## config.mk

```make
export PLATFORM = sky130hd
export DESIGN_NAME = seq_shift_add_mult_flat
export DESIGN_NICKNAME = d
export VERILOG_FILES = /design/src/rtl/seq_shift_add_mult_if.sv /design/src/rtl/seq_shift_add_mult.sv /design/src/flat_wrapper.sv
export SDC_FILE = /design/constraint.sdc
export NUM_CORES = 1
export LEC_CHECK = 0
export CORE_MARGIN = 2
export CORE_UTILIZATION = 33
export DETAILED_ROUTE_END_ITERATION = 8
export PLACE_DENSITY = 0.56
export SYNTH_ARGS = -nofsm -noshare
export SYNTH_HDL_FRONTEND = slang
export SYNTH_SLANG_ARGS = --single-unit
```

## constraint.sdc

```tcl
create_clock -name ck -period 4.3 [get_ports ck]
set_input_delay 0.645 -clock ck [delete_from_list [all_inputs] [get_ports ck]]
set_output_delay 0.645 -clock ck [all_outputs]
set_load 0.005 [all_outputs]
```

## src/rtl/seq_shift_add_mult_if.sv

```systemverilog
// Request/result bundle for the sequential shift-and-add multiplier.
// The requester drives the operands and start; the multiplier returns the product and status.
interface seq_shift_add_mult_if #(
  parameter int WIDTH = 4
);
  logic                   start;
  logic                   signed_mode;
  logic [WIDTH-1:0]       a;
  logic [WIDTH-1:0]       b;
  logic [2*WIDTH-1:0]     p;
  logic                   ready;
  logic                   done;

  modport master (
    output start, signed_mode, a, b,
    input  p, ready, done
  );

  modport slave (
    input  start, signed_mode, a, b,
    output p, ready, done
  );
endinterface

```

## src/rtl/seq_shift_add_mult.sv

```systemverilog
// Sequential WIDTH x WIDTH shift-and-add multiplier with a per-operation signed/unsigned mode.
// It performs one partial-product step per clock, holds the product in a register and pulses done on completion.
module seq_shift_add_mult #(
  parameter int WIDTH = 4
) (
  input logic                 ck,
  input logic                 rst,
  seq_shift_add_mult_if.slave bus
);

  localparam int CNT_W = $clog2(WIDTH) + 1;
  localparam logic [0:0] S_IDLE = 1'b0;
  localparam logic [0:0] S_RUN  = 1'b1;

  logic [0:0]              state;
  logic [CNT_W-1:0]        cnt;
  logic [WIDTH-1:0]        ax;
  logic [WIDTH-1:0]        mr;
  logic [WIDTH:0]          acc;
  logic                    mode;
  logic [2*WIDTH-1:0]      p_q;
  logic                    done_q;

  logic                    last_step;
  logic [WIDTH:0]          term;
  logic signed [WIDTH+1:0] accx;
  logic signed [WIDTH+1:0] tx;
  logic signed [WIDTH+1:0] sum;
  logic [WIDTH:0]          acc_nx;
  logic [WIDTH-1:0]        mr_nx;

  // Extend a guard-bit value by one more bit so the unsigned carry or signed result never overflows.
  function automatic logic signed [WIDTH+1:0] widen(input logic [WIDTH:0] v, input logic sgn);
    widen = sgn ? {v[WIDTH], v} : {1'b0, v};
  endfunction

  always_comb begin
    last_step = (cnt == CNT_W'(WIDTH - 1));
    term      = mode ? {ax[WIDTH-1], ax} : {1'b0, ax};
    accx      = widen(acc, mode);
    tx        = widen(term, mode);
    sum       = accx;
    if (mr[0]) begin
      // In signed mode the multiplier's sign bit carries negative weight.
      sum = (mode && last_step) ? (accx - tx) : (accx + tx);
    end
    // Shifting the extended sum yields an arithmetic shift in signed mode and brings the carry in otherwise.
    acc_nx = sum[WIDTH+1:1];
    mr_nx  = {sum[0], mr[WIDTH-1:1]};
  end

  always_ff @(posedge ck) begin
    if (rst) begin
      state  <= S_IDLE;
      cnt    <= '0;
      ax     <= '0;
      mr     <= '0;
      acc    <= '0;
      mode   <= 1'b0;
      p_q    <= '0;
      done_q <= 1'b0;
    end else begin
      done_q <= 1'b0;
      case (state)
        S_IDLE: begin
          if (bus.start) begin
            state <= S_RUN;
            ax    <= bus.a;
            mr    <= bus.b;
            acc   <= '0;
            cnt   <= '0;
            mode  <= bus.signed_mode;
          end
        end
        S_RUN: begin
          acc <= acc_nx;
          mr  <= mr_nx;
          cnt <= cnt + 1'b1;
          if (last_step) begin
            state  <= S_IDLE;
            p_q    <= {acc_nx[WIDTH-1:0], mr_nx};
            done_q <= 1'b1;
          end
        end
        default: state <= S_IDLE;
      endcase
    end
  end

  assign bus.p     = p_q;
  assign bus.ready = (state == S_IDLE);
  assign bus.done  = done_q;

endmodule
```

## src/flat_wrapper.sv

```systemverilog
// flat-port wrapper written by rule: the top's interface ports become plain ports
module seq_shift_add_mult_flat 
#(
  parameter int WIDTH = 4
)
  (ck, rst, bus_start, bus_signed_mode, bus_a, bus_b, bus_p, bus_ready, bus_done);
  seq_shift_add_mult_if #(.WIDTH(WIDTH)) bus_i ();
  input logic ck;
  input logic rst;
  input wire logic [$bits(bus_i.start)-1:0] bus_start;
  input wire logic [$bits(bus_i.signed_mode)-1:0] bus_signed_mode;
  input wire logic [$bits(bus_i.a)-1:0] bus_a;
  input wire logic [$bits(bus_i.b)-1:0] bus_b;
  output wire logic [$bits(bus_i.p)-1:0] bus_p;
  output wire logic [$bits(bus_i.ready)-1:0] bus_ready;
  output wire logic [$bits(bus_i.done)-1:0] bus_done;
  assign bus_i.start = bus_start;
  assign bus_i.signed_mode = bus_signed_mode;
  assign bus_i.a = bus_a;
  assign bus_i.b = bus_b;
  assign bus_p = bus_i.p;
  assign bus_ready = bus_i.ready;
  assign bus_done = bus_i.done;
  seq_shift_add_mult #(.WIDTH(WIDTH)) u_core (.ck(ck), .rst(rst), .bus(bus_i));
endmodule
```

After elaboration in Yosys (flattened, before gate mapping)
Index checks and enable logic that the tools add are counted.
{"block": "word_totals", "regBits": 27, "inputBits": 12, "output_inout_bits": 10}
{"block": "op_classes", "addsub": 3, "n_eq_ne": 2, "n_mux": 15, "bitwise": 1, "reduce_logical": 4}
{"op": "$mux W6", "n": 4}
{"op": "$mux W5", "n": 2}
{"op": "$pmux W5 S2", "n": 1}
{"op": "$pmux W4 S2", "n": 1}
{"op": "$add A6 B6 Y6", "n": 1}
{"op": "$pmux W3 S2", "n": 1}
{"op": "$sub A6 B6 Y6", "n": 1}
{"op": "$mux W4", "n": 1}
{"op": "$reduce_and A2 Y1", "n": 2}
{"op": "$add A3 B1 Y3 const B", "n": 1}
{"op": "$eq A3 B2 Y1 const B", "n": 1}
{"op": "$mux W1", "n": 3}
{"op": "$mux W3", "n": 1}
{"op": "$ne A2 B2 Y1 const B", "n": 1}
{"op": "$pmux W1 S2", "n": 1}
{"op": "$reduce_or A2 Y1", "n": 1}
{"op": "$logic_and A1 B1 Y1", "n": 1}
{"op": "$not A1 Y1", "n": 1}

Logic depth before layout (Yosys ltp)
Gate-level depths: netlist of the first run.
{"block": "logic_depth", "ltp_word": 6, "depth_mapped": 13}

Worst setup path before layout of the first run
No wires, ideal clock.
{"block": "synth_timing", "path_type": "flip-flop to flip-flop", "start": "register u_core.cnt[0]", "end": "register u_core.acc[4]", "setup_ns": 0.079, "arrival_ns": 2.357, "required_time_ns": 4.221, "setup_slack_ns": 1.864, "stages_incl_launch_ff": 13, "n_path_buf": 1, "cell_sequence": "dfxtp_1 > ha_1 > ha_1 > buf_2 > nand2_1 > o21ai_0 > inv_1 > ha_1 > nor2b_4 > o31a_1 > o2111a_1 > a211o_1 > o211ai_1"}
{"block": "synth_via", "elab_chain_cells": 5}
{"item": "start, declared", "line_no": "seq_shift_add_mult.sv:16", "rtl": "logic [CNT_W-1:0] cnt;"}
{"item": "start signal, assigned", "line_no": "seq_shift_add_mult.sv:78", "rtl": "cnt <= cnt + 1'b1;"}
{"item": "$eq A3 B2 Y1", "line_no": "seq_shift_add_mult.sv:38", "rtl": "last_step = (cnt == CNT_W'(WIDTH - 1));"}
{"item": "named net u_core.last_step", "line_no": "seq_shift_add_mult.sv:24", "rtl": "logic last_step;"}
{"item": "$logic_and A1 B1 Y1", "line_no": "seq_shift_add_mult.sv:45", "rtl": "sum = (mode && last_step) ? (accx - tx) : (accx + tx);"}
{"item": "$mux W6", "line_no": "seq_shift_add_mult.sv:45"}
{"item": "$mux W6", "line_no": "seq_shift_add_mult.sv:43", "rtl": "if (mr[0]) begin"}
{"item": "$pmux W5 S2", "line_no": "seq_shift_add_mult.sv:64", "rtl": "case (state)"}
{"item": "end signal, assigned", "line_no": "seq_shift_add_mult.sv:76", "rtl": "acc <= acc_nx;"}
{"item": "end, declared", "line_no": "seq_shift_add_mult.sv:19", "rtl": "logic [WIDTH:0] acc;"}
The timed path passes the listed nets, and every way through them passes these cells.
A chain may end at the register's enable or synchronous reset.

Final worst setup path of the first run
{"block": "layout_timing", "start": "register u_core.state", "end": "output bus_ready"}
{"block": "layout_via", "elab_chain_cells": 1}
{"item": "start, declared", "line_no": "seq_shift_add_mult.sv:15", "rtl": "logic [0:0] state;"}
{"item": "start signal, assigned", "line_no": "seq_shift_add_mult.sv:54", "rtl": "state <= S_IDLE;"}
{"item": "start signal, assigned", "line_no": "seq_shift_add_mult.sv:67", "rtl": "state <= S_RUN;"}
{"item": "start signal, assigned", "line_no": "seq_shift_add_mult.sv:80", "rtl": "state <= S_IDLE;"}
{"item": "$not A1 Y1", "line_no": "seq_shift_add_mult.sv:91", "rtl": "assign bus.ready = (state == S_IDLE);"}
{"item": "end, declared", "line_no": "flat_wrapper.sv:15", "rtl": "output wire logic [$bits(bus_i.ready)-1:0] bus_ready;"}
No other way between the ends.

==> run metrics, run 1 <==
Worst EP required=3.65 ns; Final Max Tran Viols=0; P_int=0.379 mW; setup TNS=0 ns; die width=69.3 um; CTS Root Cell=clkbuf_8; GRT Total Usage=12.6%; Gate power share=20.1%; Max Clk Rate=0.379 GHz; Hold Crit Class=reg -> reg; die area=0.00480 mm^2; Power Dens Cells=316 mW/mm^2; remaining global-route overflow=0; # diodes=0; Sw Share=29.2%; sequential share of the synthesized area=38.5%; first-pass GRT wire length=4.92 mm; fraction of registers with async set/reset=0%; Post-synth EDFFs=0; IO Port Bufs=21; Post-Syn Area=0.00141 mm^2; CTS H-tree lvls=1; cell row count=23; WHS Endpoint=u_core.bus.p[6]; fin cells=232; Top FF cell, synth=dfxtp_1; Placeable Area=0.00406 mm^2; Leak=0.650 nW; Num CTS Buffers=3; cts repair resizes=0; Crit-path slowest cell=dfxtp_1; Seq cells post-synth=27; Hold Buf Count CTS=0; RSZ-0062 raised after global routing=false; WL final=3.01 mm; reg2reg end=u_core.acc[4]; Reg power frac=51.2%; layout cells sized above 1=6.59%; post-synthesis cell type count=41; worst reg-to-reg path cell count=11; Slew @ Worst Pin=0.804 ns; DRC Markers=0; HPWL after DPL=2.22 mm; Iteration-0 DRC Markers=29; Clock Skew=0.00861 ns; largest net degree at the start of global routing=23; Setup Crit Path Kind=reg -> out; Final Critical Period=2.64 ns; Rel. slew slack=46.3%; CP startpoint kind=flip-flop; worst reg2reg path startpoint=u_core.cnt[0]; data arrival time of the worst path=1.99 ns; # setup viols final=0; Vias/cell=5.06; RePlAce Congestion=0.849; clock sink count=27; Starting Density=34.6%; NumNets Final=204; max-cap violations=0; worst-path fanout max=22; switching pwr=0.156 mW; vias in the first global route=1044; post-route ant nets=0; Gate Count Post-Synth=165; initial antenna violation count=0; post-synthesis area per instance=8.52 um^2; Area Growth Syn to Fin=20.2%; Hold Crit Start=u_core.bus.p[6]; later-pin clock latency in the skew report=0.28 ns; synth warn=0; Net Count, Synth=186; Pre-antenna DRT Iters=4; Clock transition at path regs=0.10 ns; worst hold path depth=2; placed cells=228; Reg2Reg Setup Slack=1.67 ns; CTS tree=done; Post-CTS Setup Bufs=0; Vias=1173; Die Y=69.3 um; CTS Buffer Depth=2; Fin. Hold Viols=0; Ports=22; status=finished clean; Final period util=61.3%; clock power share=28.7%; crit-path cells=inv_1, clkdlybuf4s50_1; slowest cell delay on critical path=0.85 ns; Max IR drop VDD=0.000123 V; Avg WL per Cell=13.0 um; Worst Setup End Kind=output pin
[worst max path at each step]
stage,from,slack [ns],cells after the start,end
floorplan,u_core.cnt[0],1.86,12,u_core.acc[4]
global placement,u_core.cnt[0],1.74,11,u_core.acc[4]
detailed placement,u_core.cnt[0],1.66,11,u_core.acc[4]
CTS,u_core.cnt[0],1.64,11,u_core.acc[4]
global route,u_core.cnt[0],1.40,11,u_core.acc[2]
finish,u_core.state,1.66,2,bus_ready
[final cells by class]
| type | instances | area [um^2] |
|---|---|---|
| Fill cell | 407 | 2370 |
| Inverter | 10 | 37.5 |
| Clock inverter | 1 | 7.51 |
| Sequential cell | 27 | 541 |
| Clock buffer | 3 | 41.3 |
| Multi-Input combinational cell | 120 | 790 |
| Timing Repair Buffer | 21 | 210 |
| Tap cell | 50 | 62.6 |
[cells in the mapped netlist, types with 2 or more instances]
cell / count / area [um^2]
a21boi_0: 2 / 15.0
nor2_1: 24 / 90.1
a21oi_2: 2 / 17.5
buf_2: 5 / 25.0
a22o_1: 4 / 35.0
nand2_1: 10 / 37.5
dfxtp_1: 27 / 541
xnor2_1: 2 / 17.5
mux2i_1: 7 / 70.1
or2_2: 3 / 18.8
o21ai_0: 9 / 45.0
nor3_1: 2 / 10.0
nor2b_1: 5 / 31.3
a211oi_1: 3 / 22.5
a211o_1: 2 / 17.5
inv_1: 10 / 37.5
xor2_1: 2 / 17.5
a31oi_1: 2 / 12.5
ha_1: 8 / 100
a21oi_1: 14 / 70.1
o21a_1: 2 / 15.0
[per-stage QoR]
step | instance area [um^2] | hold WS (ns) | power, mW | util (%) | setup WS [ns]
final | 1690 | 0.473 | 0.535 | 41.6 | 1.66
after global routing | 1690 | 0.492 | 0.566 | 41.6 | 1.40
after CTS | 1690 | 0.477 | 0.540 | 41.6 | 1.64
after detailed placement | 1640 | 0.454 | 0.386 | 40.4 | 1.66
after global placement | 1640 | 0.444 | 0.384 | 40.4 | 1.74
after floorplan | 1410 | 0.449 | 0.357 | - | 1.86
[logic make-up (layout without fill, tap and decap cells)]
logic type | after synthesis | after routing | synth area share [%]
flops | 27 | 27 | 38.5
simple gates | 53 | 53 | 18.1
xor+xnor | 4 | 4 | 2.49
compound gates | 47 | 47 | 22.1
mux | 7 | 7 | 4.99
fa+ha+maj | 9 | 9 | 8.55
buf+inv | 18 | 35 | 5.34
[state kept, by name, summed over array words and instances, names as in the netlist]
| register | count |
|---|---|
| u_core.cnt | 3 |
| u_core.state | 1 |
| u_core.mode | 1 |
| u_core.ax | 4 |
| u_core.mr | 4 |
| u_core.bus.p | 8 |
| u_core.bus.done | 1 |
| u_core.acc | 5 |
[critical path: cells and delay by family (launching register included)]
kind	cells	cell delay, ns
buffers and inverters	2	0.86
flip-flops	1	0.85
[layout by cell type, fill, tap and decap left out, drive strengths merged, types with 3 or more instances in the layout]
master | netlist | routed
dfxtp | 27 | 27
nor2 | 25 | 25
clkdlybuf4s50 | 0 | 21
a21oi | 16 | 16
inv | 10 | 10
nand2 | 10 | 10
o21ai | 9 | 9
ha | 8 | 8
mux2i | 7 | 7
nor2b | 6 | 6
a22o | 4 | 4
or2 | 3 | 3
a211oi | 3 | 3
clkbuf | 2 | 3
[routing by layer]
layer	vias up	share of wire (%)	global-route usage (%)
met2	13	47	20.1
met3	4	2.2	2.18
met4	0	1.0	3.92
met1	551	50	17.2
met5	-	0	0
li1	605	-	-
[power groups by stage]
stage	Sequential [mW]	Combinational (mW)	Clock (mW)
final	0.274	0.107	0.153
after detailed placement	0.279	0.107	0
after floorplan	0.271	0.0866	0
after global routing	0.276	0.122	0.168
after global placement	0.279	0.105	0
after CTS	0.274	0.108	0.158
No activity file was read; power rests on OpenSTA's default activity.
==> run 2, diff against run 1 <==
--- a/config.mk
+++ b/config.mk
@@ -8,7 +8,7 @@
 export CORE_MARGIN = 2
 export CORE_UTILIZATION = 33
 export DETAILED_ROUTE_END_ITERATION = 8
-export PLACE_DENSITY = 0.56
+export PLACE_DENSITY = 0.58
 export SYNTH_ARGS = -nofsm -noshare
 export SYNTH_HDL_FRONTEND = slang
 export SYNTH_SLANG_ARGS = --single-unit
==> constraint.sdc (replaced) <==
create_clock -name ck -period 2.3 [get_ports ck]
set_input_delay 0.345 -clock ck [delete_from_list [all_inputs] [get_ports ck]]
set_output_delay 0.345 -clock ck [all_outputs]
set_load 0.005 [all_outputs]
==> run 2 against run 1 <==
  * Worst hold slack worse by 0.013 ns
  * Combinational power increased by 140%
  * Critical path depth increased by 9
  * Critical endpoint is now u_core.acc[4]
  * Die area stayed put
  * Sequential power is 85% higher
  * Register-to-register slack lost 1.6 ns
  * Cell count is 3.9% higher
  * Count of clock-buffer cells in the layout did not move
  * Critical path type is now reg -> reg
  * Flip-flop and latch count stayed put
==> run metrics, run 2 (synthesis gave the netlist of run 1 again) <==
status=finished clean; initial antenna violation count=0 (unchanged); Final period util=97.6%; later-pin clock latency in the skew report=0.27 ns (about the same); Num CTS Buffers=3 (unchanged); CTS Buffer Depth=2 (unchanged); Ports=22 (unchanged); Place WS=-0.0704 ns (-1.73 ns); Placeable Area=0.00406 mm^2 (unchanged); CTS Root Cell=clkbuf_8; GRT Total Usage=13.9% (+1.3 points); die area=0.00480 mm^2 (unchanged); die width=69.3 um (unchanged); Starting Density=34.6% (unchanged); Final Max Tran Viols=0 (unchanged); clock sink count=27 (unchanged); register area=544 um^2 (+0.69%); area taken by multi-input logic gates=880 um^2 (+11%); FILL cells=396 (-2.7%); Vias/cell=5.22 (+3.2%); WL final=3.30 mm (+9.7%); Gate power share=24.4% (+4.3 points); hold_ws=0.460 ns (-0.0129 ns); remaining global-route overflow=0 (unchanged); placed cells=237 (+3.9%); # diodes=0 (unchanged); cell row count=23 (unchanged); Vias=1257 (+7.2%); Worst Setup End Kind=flip-flop; vias in the first global route=1152 (+10%); Worst EP required=2.51 ns (-1.14 ns); Setup Crit Path Kind=reg -> reg; max-cap violations=0 (unchanged); Iteration-0 DRC Markers=66 (+130%); P_int=0.732 mW (+93%); # setup viols final=0 (unchanged); Pre-antenna DRT Iters=4 (unchanged); Clock transition at path regs=0.10 ns (about the same); largest net degree at the start of global routing=22 (-4.3%); most frequent cells in the layout=nor2_1 (24), dfxtp_1 (24), clkdlybuf4s50_1 (21); CP startpoint kind=flip-flop; RSZ-0062 raised after global routing=true; post-route ant nets=0 (unchanged); Hold Buf Count CTS=0 (unchanged); CTS H-tree lvls=1 (unchanged); Power Dens Cells=559 mW/mm^2 (+77%); Fin. Hold Viols=0 (unchanged); Die Y=69.3 um (unchanged); data arrival time of the worst path=2.45 ns (+0.46 ns); switching pwr=0.301 mW (+93%); Max Clk Rate=0.446 GHz; Avg WL per Cell=13.7 um (+5.6%); HPWL after DPL=2.37 mm (+6.6%); RePlAce Congestion=0.752 (-11%); worst-path fanout max=4 (-82%); Reg power frac=49.0% (-2.2 points); layout cells sized above 1=19.4% (+13 points); DRC Markers=0 (unchanged); Leak=0.717 nW (+10%); Area Growth Syn to Fin=31.7%; IO Port Bufs=21 (unchanged); fin cells=241 (+3.9%); setup slack after layout=0.0554 ns (-1.61 ns); Hold Crit Class=reg -> reg; Final Critical Period=2.24 ns; post-route design area=0.00185 mm^2 (+9.6%); Clock Skew=0.00623 ns (-0.00238 ns); clock power share=26.7% (-2.0 points); Max IR drop VDD=0.000217 V (+76%); Rel. slew slack=59.7% (+13 points); Sw Share=29.2% (about the same); placed inst area=0.00172 mm^2 (+4.7%); Total Power=1.03 mW (+93%); Slew @ Worst Pin=0.603 ns (-0.201 ns); first-pass GRT wire length=5.42 mm (+10%); max reg flops=8 (unchanged); NumNets Final=213 (+4.4%); CTS tree=done
==> run 2: changes by cell type in the layout (fill, tap and decap cells not counted), moves of 2 or more <==
cell	previous run	this run
a21oi_2	2	4
a21oi_1	14	12
ha_4	0	3
buf_4	0	9
nand2_4	0	2
nand2_1	10	8
ha_1	8	5
o21ai_1	0	3
dfxtp_2	0	3
dfxtp_1	27	24
o21ai_0	9	5
==> run 2: worst paths after layout <==
check             depth (start not counted)             from              end  slack (ns)
setup / recovery                         11    u_core.cnt[0]    u_core.acc[4]        0.06
hold / removal                            2  u_core.bus.p[3]  u_core.bus.p[3]        0.46
setup reg to reg                         11    u_core.cnt[0]    u_core.acc[4]        0.06
hold reg to reg                           2  u_core.bus.p[3]  u_core.bus.p[3]        0.46
==> run 2: layout make-up <==
type	count	share of cell area [%]
clock buffer	3	2.23
multi-input combinational	120	47.5
tap	50	3.38
timing repair buffer	30	15.0
clock inverter	1	0.406
inverter	10	2.03
sequential	27	29.4
==> run 2: worst max-delay path: stages, from the launching register on <==
cell      delay, ns
dfxtp_2        0.35
ha_4           0.17
ha_4           0.17
nand2_4        0.11
o31ai_2        0.08
xor2_1         0.15
ha_1           0.32
o21a_1         0.12
o31a_1         0.14
o2111a_1       0.26
a211o_1        0.23
o211ai_1       0.08
==> run 2: power by group through the flow <==
stage	Combinational, mW	Clock, mW	Sequential (mW)
final	0.252	0.276	0.506
after global routing	0.277	0.313	0.509
after CTS	0.230	0.291	0.505
after detailed placement	0.228	0	0.514
after global placement	0.224	0	0.513
after floorplan	0.164	0	0.507
==> run 2: through the flow <==
stage	utilization, %	setup TNS (ns)
after floorplan	-	-0.0221
after global placement	42.3	-0.0473
after detailed placement	42.3	-0.173
after CTS	44.2	0
after global routing	45.6	-0.107
final	45.6	0
==> run 2: layer usage <==
layer	vias to the layer above	share of wire (%)	global-route usage, %	routed length [um]
met5	-	0	0	0
met4	0	1.0	4.58	34
met3	4	4.1	1.74	134
met2	33	49	22.2	1630
met1	597	45	19.4	1500
li1	623	-	-	-
==> run 2: timing repair <==
item | CTS | global route
endpoints found under the setup margin | 4 | 6
pin swaps | 1 | 6
buffers inserted | 0 | 0
gates resized for setup | 6 | 16
